==> config.mk <==
export PLATFORM = sky130hd
export DESIGN_NAME = pi_update
export DESIGN_NICKNAME = d
export VERILOG_FILES = /design/src/rtl/pi_update.sv
export SDC_FILE = /design/constraint.sdc
export NUM_CORES = 1
export LEC_CHECK = 0
export BUFFER_PORTS_ARGS = -buffer_cell sky130_fd_sc_hd__buf_2
export CAP_MARGIN = 20
export CORE_UTILIZATION = 41
export CTS_CLUSTER_SIZE = 30
export DETAILED_ROUTE_END_ITERATION = 7
export PLACE_DENSITY_LB_ADDON = 0.1
export SLEW_MARGIN = 10
export SYNTH_ARGS = -nofsm -noshare
export SYNTH_HDL_FRONTEND = slang
export SYNTH_SLANG_ARGS = --single-unit
==> constraint.sdc <==
create_clock -name clk -period 6.9 [get_ports clk]
set_input_delay 0.345 -clock clk [delete_from_list [all_inputs] [get_ports clk]]
set_output_delay 0.345 -clock clk [all_outputs]
set_load 0.005 [all_outputs]
==> src/rtl/pi_update.sv <==
// Multi-cycle PI control-law stage: samples setpoint/feedback on start, forms the
// error, and produces a saturated integral and control output via one shared multiplier.
module pi_update #(
  parameter int SHIFT = 6
) (
  input  logic               clk,
  input  logic               rst,
  input  logic               start,
  input  logic [7:0]         ref_val,  // setpoint; "ref" is a reserved word
  input  logic [7:0]         fb,
  input  logic [7:0]         kp,
  input  logic [7:0]         ki,
  input  logic signed [8:0]  yk1,
  input  logic signed [16:0] ik1,
  output logic signed [8:0]  yk,
  output logic signed [16:0] ik,
  output logic               save,
  output logic               busy
);

  typedef enum logic [2:0] {IDLE, ERR, MULP, MULI, INTEG, OUT} state_t;

  state_t             state, state_nx;
  logic [7:0]         ref_l, fb_l, kp_l, ki_l;
  logic signed [16:0] ik1_l;
  logic signed [8:0]  e;
  logic signed [16:0] pterm, iprod, inew;

  logic [7:0]         mul_k;
  logic signed [17:0] prod;
  logic signed [17:0] isum;
  logic signed [16:0] isat;
  logic signed [18:0] u, ushift;
  logic signed [8:0]  ysat;
  logic               unused;

  // yk1 is reserved for future rate logic; prod[17] is always a sign copy.
  assign unused = ^{yk1, prod[17]};

  always_comb begin
    state_nx = state;
    case (state)
      IDLE:    if (start) state_nx = ERR;
      ERR:     state_nx = MULP;
      MULP:    state_nx = MULI;
      MULI:    state_nx = INTEG;
      INTEG:   state_nx = OUT;
      OUT:     state_nx = IDLE;
      default: state_nx = IDLE;
    endcase
  end

  assign busy = (state != IDLE);

  // Single multiplier time-shared between the proportional and integral products.
  assign mul_k = (state == MULI) ? ki_l : kp_l;
  assign prod  = e * $signed({1'b0, mul_k});

  assign isum = {ik1_l[16], ik1_l} + {iprod[16], iprod};
  always_comb begin
    isat = isum[16:0];
    if (isum > 18'sd65535)       isat = 17'sh0FFFF;
    else if (isum < -18'sd65536) isat = 17'sh10000;
  end

  assign u      = {{2{pterm[16]}}, pterm} + {{2{inew[16]}}, inew};
  assign ushift = u >>> SHIFT;
  always_comb begin
    ysat = ushift[8:0];
    if (ushift > 19'sd255)       ysat = 9'sh0FF;
    else if (ushift < -19'sd256) ysat = 9'sh100;
  end

  // NOTE: sequential state uses non-blocking assignments so every register
  // samples the pre-edge values, independent of statement order.
  always_ff @(posedge clk) begin
    if (rst) begin
      state <= IDLE;
      ref_l <= '0;
      fb_l  <= '0;
      kp_l  <= '0;
      ki_l  <= '0;
      ik1_l <= '0;
      e     <= '0;
      pterm <= '0;
      iprod <= '0;
      inew  <= '0;
      yk    <= '0;
      ik    <= '0;
      save  <= 1'b0;
    end else begin
      state <= state_nx;
      save  <= (state == OUT);
      case (state)
        IDLE: if (start) begin
          ref_l <= ref_val;
          fb_l  <= fb;
          kp_l  <= kp;
          ki_l  <= ki;
          ik1_l <= ik1;
        end
        ERR:   e     <= $signed({1'b0, ref_l}) - $signed({1'b0, fb_l});
        MULP:  pterm <= prod[16:0];
        MULI:  iprod <= prod[16:0];
        INTEG: inew  <= isat;
        OUT: begin
          yk <= ysat;
          ik <= inew;
        end
        default: ;
      endcase
    end
  end

endmodule

==> results of run 1 <==
[per-layer routing]
layer	part of all wire	track usage
met3	0.029	0.0237
met1	0.52	0.294
met5	0	0
met2	0.44	0.317
met4	0.012	0.0548
[kinds of logic (layout without fill, tap and decap cells)]
logic type / count (synthesis) / in the layout
AND/OR/NAND/NOR: 434 / 434
AO/OA/AOI/OAI: 246 / 246
buffers and inverters: 172 / 235
flip-flops: 139 / 139
adder cells (fa/ha/maj): 136 / 136
XOR/XNOR: 37 / 37
multiplexers: 5 / 5
[final cells by class]
type                            instances  area [sq um]
Fill cell                            2295         11900
Multi-Input combinational cell        858          6000
Sequential cell                       139          2780
Timing Repair Buffer                   85           443
Inverter                              118           443
Clock buffer                           17           425
Tap cell                              285           357
Clock inverter                         15           241
[flip-flops by register name (all words and copies together) (netlist names)]
name,count
inew,17
ik,17
ref_l,8
save,1
ki_l,8
yk,9
fb_l,8
iprod,17
pterm,17
ik1_l,17
state,3
e,9
kp_l,8
[through the flow]
stage           util  instance area [sq um]
6_report       0.474                  10700
3_5_place_dp   0.444                  10000
4_1_cts        0.474                  10700
2_1_floorplan      -                   9430
3_3_place_gp   0.444                  10000
5_1_grt        0.474                  10700
[synth_stat cells, types with 3 or more instances]
| cell | n |
|---|---|
| nand3b_1 | 4 |
| xnor2_1 | 29 |
| ha_1 | 74 |
| o21ai_0 | 19 |
| fa_1 | 60 |
| o21a_1 | 5 |
| buf_1 | 4 |
| a211o_1 | 6 |
| o2111ai_1 | 3 |
| or3_1 | 3 |
| nor2_1 | 44 |
| a2111o_1 | 4 |
| xor2_1 | 8 |
| nor2b_1 | 23 |
| a41oi_1 | 3 |
| o21bai_1 | 3 |
| mux2i_1 | 4 |
| a21oi_1 | 121 |
| dfxtp_1 | 139 |
| a211oi_1 | 19 |
| nor3b_1 | 3 |
| or2_2 | 5 |
| and2_1 | 29 |
| and3_1 | 3 |
| nor3_1 | 23 |
| nand2_1 | 274 |
| a31oi_1 | 13 |
| inv_1 | 118 |
| nand3_1 | 12 |
| o211ai_1 | 12 |
| nand2b_1 | 4 |
| clkbuf_1 | 47 |
| a21o_1 | 14 |
[worst register-to-register path, stage by stage (launching register included)]
cell      delay, ns
dfxtp_1        0.53
or2_2          0.61
nand2_1        0.11
nand2_1        0.26
nand2_1        0.13
fa_1           0.55
inv_1          0.06
fa_1           0.45
ha_1           0.28
inv_1          0.05
fa_1           0.52
inv_1          0.07
fa_1           0.47
a21o_1         0.18
a21oi_1        0.21
o21bai_1       0.12
a2111o_1       0.44
a41oi_1        0.27
o21ai_0        0.23
nor4_1         0.29
a211o_1        0.14
[path summary, 6_finish.rpt]
check                                           start                endpoint  slack, ns  depth (start not counted)
worst max register to register  state[2]$_SDFFE_PP0P_  pterm[16]$_SDFFE_PP0P_       0.85                         20
worst max-delay path            state[2]$_SDFFE_PP0P_  pterm[16]$_SDFFE_PP0P_       0.85                         20
worst min-delay path                            kp[4]    kp_l[4]$_SDFFE_PP0P_       0.15                          3
worst min register to register    ik[15]$_SDFFE_PP0P_     ik[15]$_SDFFE_PP0P_       0.45                          2
[power by group]
part / switching (W) / leakage (nW) / internal, W
sequential: 0.0000432 / 1.13 / 0.000841
combinational: 0.000223 / 3.34 / 0.000135
clock: 0.000422 / 0.327 / 0.000628
total: 0.000689 / 4.79 / 0.00160
[cells in the final DEF (no fill, tap or decap), types with 4 or more instances in the layout]
cell type	n
a2111o_1	4
a211o_1	6
a211oi_1	19
a21o_1	14
a21oi_1	121
a31oi_1	13
and2_1	28
buf_2	78
buf_4	7
bufinv_16	4
clkbuf_16	17
dfxtp_1	139
fa_1	60
ha_1	74
inv_1	118
inv_6	5
inv_8	4
mux2i_1	4
nand2_1	274
nand2b_1	4
nand3_1	12
nand3b_1	4
nor2_1	44
nor2b_1	23
nor3_1	23
o211ai_1	12
o21a_1	5
o21ai_0	19
or2_2	5
xnor2_1	29
xor2_1	8
==> flow_summary_export.csv, run 1 <==
group,metric,value,unit
floorplan,die_y,154,um
worst_setup_path,worstPathRequired,7.27,ns
sta,relSlewSlack,0.355,
worst_setup_path,endpoint_kind,"flop",
floorplan,dieArea,23600,sq um
finish,antenna_cells,0,
global_routing,antenna_found_initial,0,
worst_setup_path,cp_num_buf_inv,3,
min_path,min_path_type,"input pin to flop",
placement,place_inst,1485,
logic_synthesis,synthTopCellsByArea,"dfxtp_1 29%, fa_1 13%, nand2_1 11%",
logic_synthesis,post-synth-top-area-cell,"dfxtp_1",
sta,report.final.slew_viol_count,0,
global_routing,grt_pass1_vias,7381,
cts,cts_tree,"yes",
sta,period_share,0.877,
run,max_cap_violations,0,
logic_synthesis,synth_top_area_frac,0.295,
sta,min_period,6.05,ns
logic_synthesis,synth_edf_count,0,
worst_setup_path,crit_path_top_delay_cell,"or2_2",
route,drt-total-wl,22400,um
placement,hpwl,17100,um
power_and_ir_drop,vdd_ir_drop_max,0.000126,V
cts,cts_resized,0,
finish,drive_gt1_frac,0.106,
logic_synthesis,syn_area,9430,sq um
route,drt_iter0_drc,382,
worst_setup_path,critPathLaunchType,"flop",
sta,clock_skew,0.0104,ns
logic_synthesis,synthSimpleGateAreaFrac,0.201,
worst_setup_path,cp_slowest_stage_delay,0.61,ns
logic_synthesis,ys_warn_count,0,
cts,cts_hold_buf,0,
cts,clock-sinks,139,
power_and_ir_drop,p_per_area,214,nW/um^2
floorplan,die_width,154,um
power_and_ir_drop,total_power,0.00229,W
cts,post_cts_buffers,0,
floorplan,start_util,0.418,
route,wl_per_cell,14.8,um
cts,clock_latency,0.42,ns
sta,whs,0.151,ns
finish,fin_cells,1517,
placement,pre_cts_slack,0.821,ns
sta,hold_viol_final,0,
sta,fin_tns_setup,0,ns
worst_setup_path,path_common_cell,"fa_1",
cts,htreeDepth,4,
worst_setup_path,worstPathMaxFanout,28,
logic_synthesis,syn_area_per_cell,8.07,sq um
route,route.detailed.drc,0,
floorplan,rows,55,
sta,tightest_slew,0.968,ns
placement,gp_congestion,0.832,
logic_synthesis,synth_top_family_by_area,"adder cells",
sta,finalSetupViolations,0,
global_routing,grt_max_degree,78,
logic_synthesis,ys_types,58,
logic_synthesis,synth_cells,1169,
sta,timing.fmax,165,MHz
logic_synthesis,synth_xor_area_frac,0.0344,
route,ant_nets,0,
cts,clk_pin_slew,0.07,ns
logic_synthesis,synthArstFlopShare,0,
logic_synthesis,synth_fa_ha_area_frac,0.228,
outcome,outcome,"finished, final reports clean",
global_routing,grt_pass1_wl,38100,um
cts,cts_buffers,17,
cts,cts_buffer_depth,2,
logic_synthesis,ys_seq_elements,139,
route,vias_per_cell,5.03,
finish,syn_to_final_growth,13.3,%
floorplan,coreArea,22600,sq um
finish,nets,1414,
global_routing,grt_remaining_overflow,0,
route,vias,7629,
worst_setup_path,crit_family,"adder cells",
placement,portBuffers,79,
power_and_ir_drop,leakagePower,4.79,nW
route,drt_first_pass_iters,5,
worst_setup_path,cp.arrival,6.42,ns
logic_synthesis,synth_compound_area_frac,0.168,
sta,fin_ws,0.847,ns
floorplan,io_pins,89,
logic_synthesis,synth_seq_area_share,0.295,
worst_setup_path,crit_type,"flop to flop",
logic_synthesis,synth_nets,1364,
cts,cts-root-buf,"clkbuf_16",
sta,rsz0062_at_grt,"false",
worst_setup_path,path_cells,"or2_2 -> nand2_1 -> nand2_1 -> nand2_1 -> fa_1 -> inv_1 -> fa_1 -> ha_1 -> inv_1 -> fa_1 -> inv_1 -> fa_1 -> a21o_1 -> a21oi_1 -> o21bai_1 -> a2111o_1 -> a41oi_1 -> o21ai_0 -> nor4_1 -> a211o_1",
global_routing,grt_usage,0.203,
logic_synthesis,synth_ff_type,"dfxtp_1",
logic_synthesis,muxShareOfSynthArea,0.00544,
No activity file was read; power rests on OpenSTA's default activity.
==> run 2: changes to the inputs <==
Settings changed: CORE_UTILIZATION 41 to 42.
==> run 2 against run 1 <==
  * Via count is 1.9% higher
  * Hold slack worse by 0.0014 ns
  * Non-clock buffer count is 1 higher
  * Core utilization rose by 1.4 points
  * Critical endpoint unchanged
==> flow_summary_export.csv, run 2 (synthesis gave the netlist of run 1 again) <==
group,metric,value,unit
finish,final_cell_mix,"274 x nand2_1, 139 x dfxtp_1, 121 x a21oi_1",
power_and_ir_drop,p_per_area,212,nW/um^2
finish,antenna_cells,0,
global_routing,antenna_found_initial,0,
finish,syn_to_final_growth,13.1,%
global_routing,grt_remaining_overflow,0,
sta,relSlewSlack,0.308,
floorplan,io_pins,89,
cts,cts-root-buf,"clkbuf_16",
floorplan,die_y,152,um
placement,hpwl,17300,um
cts,cts_resized,0,
worst_setup_path,cp_slowest_stage_delay,0.58,ns
power_and_ir_drop,leakagePower,4.79,nW
sta,finalSetupViolations,0,
sta,tightest_slew,1.04,ns
outcome,outcome,"finished, final reports clean",
sta,hold_viol_final,0,
finish,multiInputGateArea,6000,sq um
cts,clk_pin_slew,0.07,ns
cts,cts_buffer_depth,2,
finish,nFillCells,2261,
cts,clock-sinks,139,
worst_setup_path,path_common_cell,"fa_1",
worst_setup_path,critPathLaunchType,"flop",
route,drt_first_pass_iters,5,
global_routing,grt_pass1_vias,7489,
global_routing,grt_usage,0.209,
global_routing,grt_max_degree,91,
min_path,min_path_type,"input pin to flop",
sta,whs,0.150,ns
finish,register_area,2780,sq um
global_routing,grt_pass1_wl,38700,um
placement,gp_congestion,0.831,
route,ant_nets,0,
finish,final_common_cell,"nand2_1",
worst_setup_path,crit_family,"adder cells",
worst_setup_path,endpoint_kind,"flop",
worst_setup_path,path_cells,"or2_2 -> nand2_1 -> nand2_1 -> nand2_1 -> fa_1 -> inv_1 -> fa_1 -> ha_1 -> inv_1 -> fa_1 -> inv_1 -> fa_1 -> a21o_1 -> a21oi_1 -> o21bai_1 -> a2111o_1 -> a41oi_1 -> o21ai_0 -> nor4_1 -> a211o_1",
run,max_cap_violations,0,
sta,rsz0062_at_grt,"false",
floorplan,die_width,152,um
sta,timing.fmax,160,MHz
floorplan,coreArea,21900,sq um
power_and_ir_drop,vdd_ir_drop_max,0.000152,V
cts,cts_hold_buf,0,
worst_setup_path,crit_type,"flop to flop",
finish,drive_gt1_frac,0.107,
worst_setup_path,worstPathMaxFanout,28,
worst_setup_path,cp.arrival,6.62,ns
sta,period_share,0.908,
route,wl_per_cell,15.3,um
worst_setup_path,worstPathRequired,7.26,ns
cts,cts_buffers,17,
route,vias_per_cell,5.14,
route,drt-total-wl,23100,um
worst_setup_path,crit_path_top_delay_cell,"or2_2",
worst_setup_path,cp_num_buf_inv,3,
route,route.detailed.drc,0,
sta,fin_tns_setup,0,ns
sta,min_period,6.27,ns
finish,nets,1415,
sta,report.final.slew_viol_count,0,
floorplan,dieArea,23100,sq um
cts,htreeDepth,4,
route,vias,7775,
sta,clock_skew,0.0168,ns
floorplan,rows,54,
placement,portBuffers,79,
route,drt_iter0_drc,428,
cts,cts_tree,"yes",
floorplan,start_util,0.431,
cts,clock_latency,0.42,ns
cts,post_cts_buffers,0,
-- run 2: final cells by class --
| class | instances | area share |
|---|---|---|
| inverter | 118 | 0.0415 |
| sequential | 139 | 0.261 |
| multi-input combinational | 858 | 0.562 |
| clock buffer | 17 | 0.0399 |
| clock inverter | 15 | 0.0210 |
| timing repair buffer | 86 | 0.0422 |
| tap | 280 | 0.0328 |
-- run 2: power breakdown --
part           total, W  switching (W)  internal, W
clock           0.00101       0.000415     0.000591
combinational  0.000368       0.000232     0.000136
sequential     0.000887      0.0000462     0.000841
total           0.00226       0.000693      0.00157
-- run 2: per-layer routing --
layer / track usage / part of all wire / vias to the layer above
li1: - / - / 3987
met4: 0.0481 / 0.011 / 0
met1: 0.303 / 0.51 / 3631
met2: 0.330 / 0.45 / 137
met3: 0.0260 / 0.034 / 20
met5: 0 / 0 / -
-- run 2: tightest hold or removal path, stage by stage --
cell and delay, ns:
buf_2 0.09, nand2_1 0.04, a21oi_1 0.05
-- run 2: path summary, 6_finish.rpt --
check / startpoint / to / slack, ns / depth (start not counted)
min reg2reg: ik[5]$_SDFFE_PP0P_ / ik[5]$_SDFFE_PP0P_ / 0.45 / 2
max reg2reg: state[2]$_SDFFE_PP0P_ / pterm[16]$_SDFFE_PP0P_ / 0.63 / 20
max: state[2]$_SDFFE_PP0P_ / pterm[16]$_SDFFE_PP0P_ / 0.63 / 20
min: ik1[5] / ik1_l[5]$_SDFFE_PP0P_ / 0.15 / 3
-- run 2: per-stage QoR --
stage / util / setup slack (ns) / total power, W / cell area [sq um] / instances
3_5_place_dp: 0.458 / 0.706 / 0.00127 / 10000 / 1481
3_3_place_gp: 0.458 / 0.799 / 0.00127 / 10000 / 1481
5_1_grt: 0.488 / 0.192 / 0.00237 / 10700 / 1513
2_1_floorplan: - / 1.45 / 0.00116 / 9430 / 1169
4_1_cts: 0.488 / 0.661 / 0.00228 / 10700 / 1513
6_report: 0.488 / 0.632 / 0.00226 / 10700 / 1513
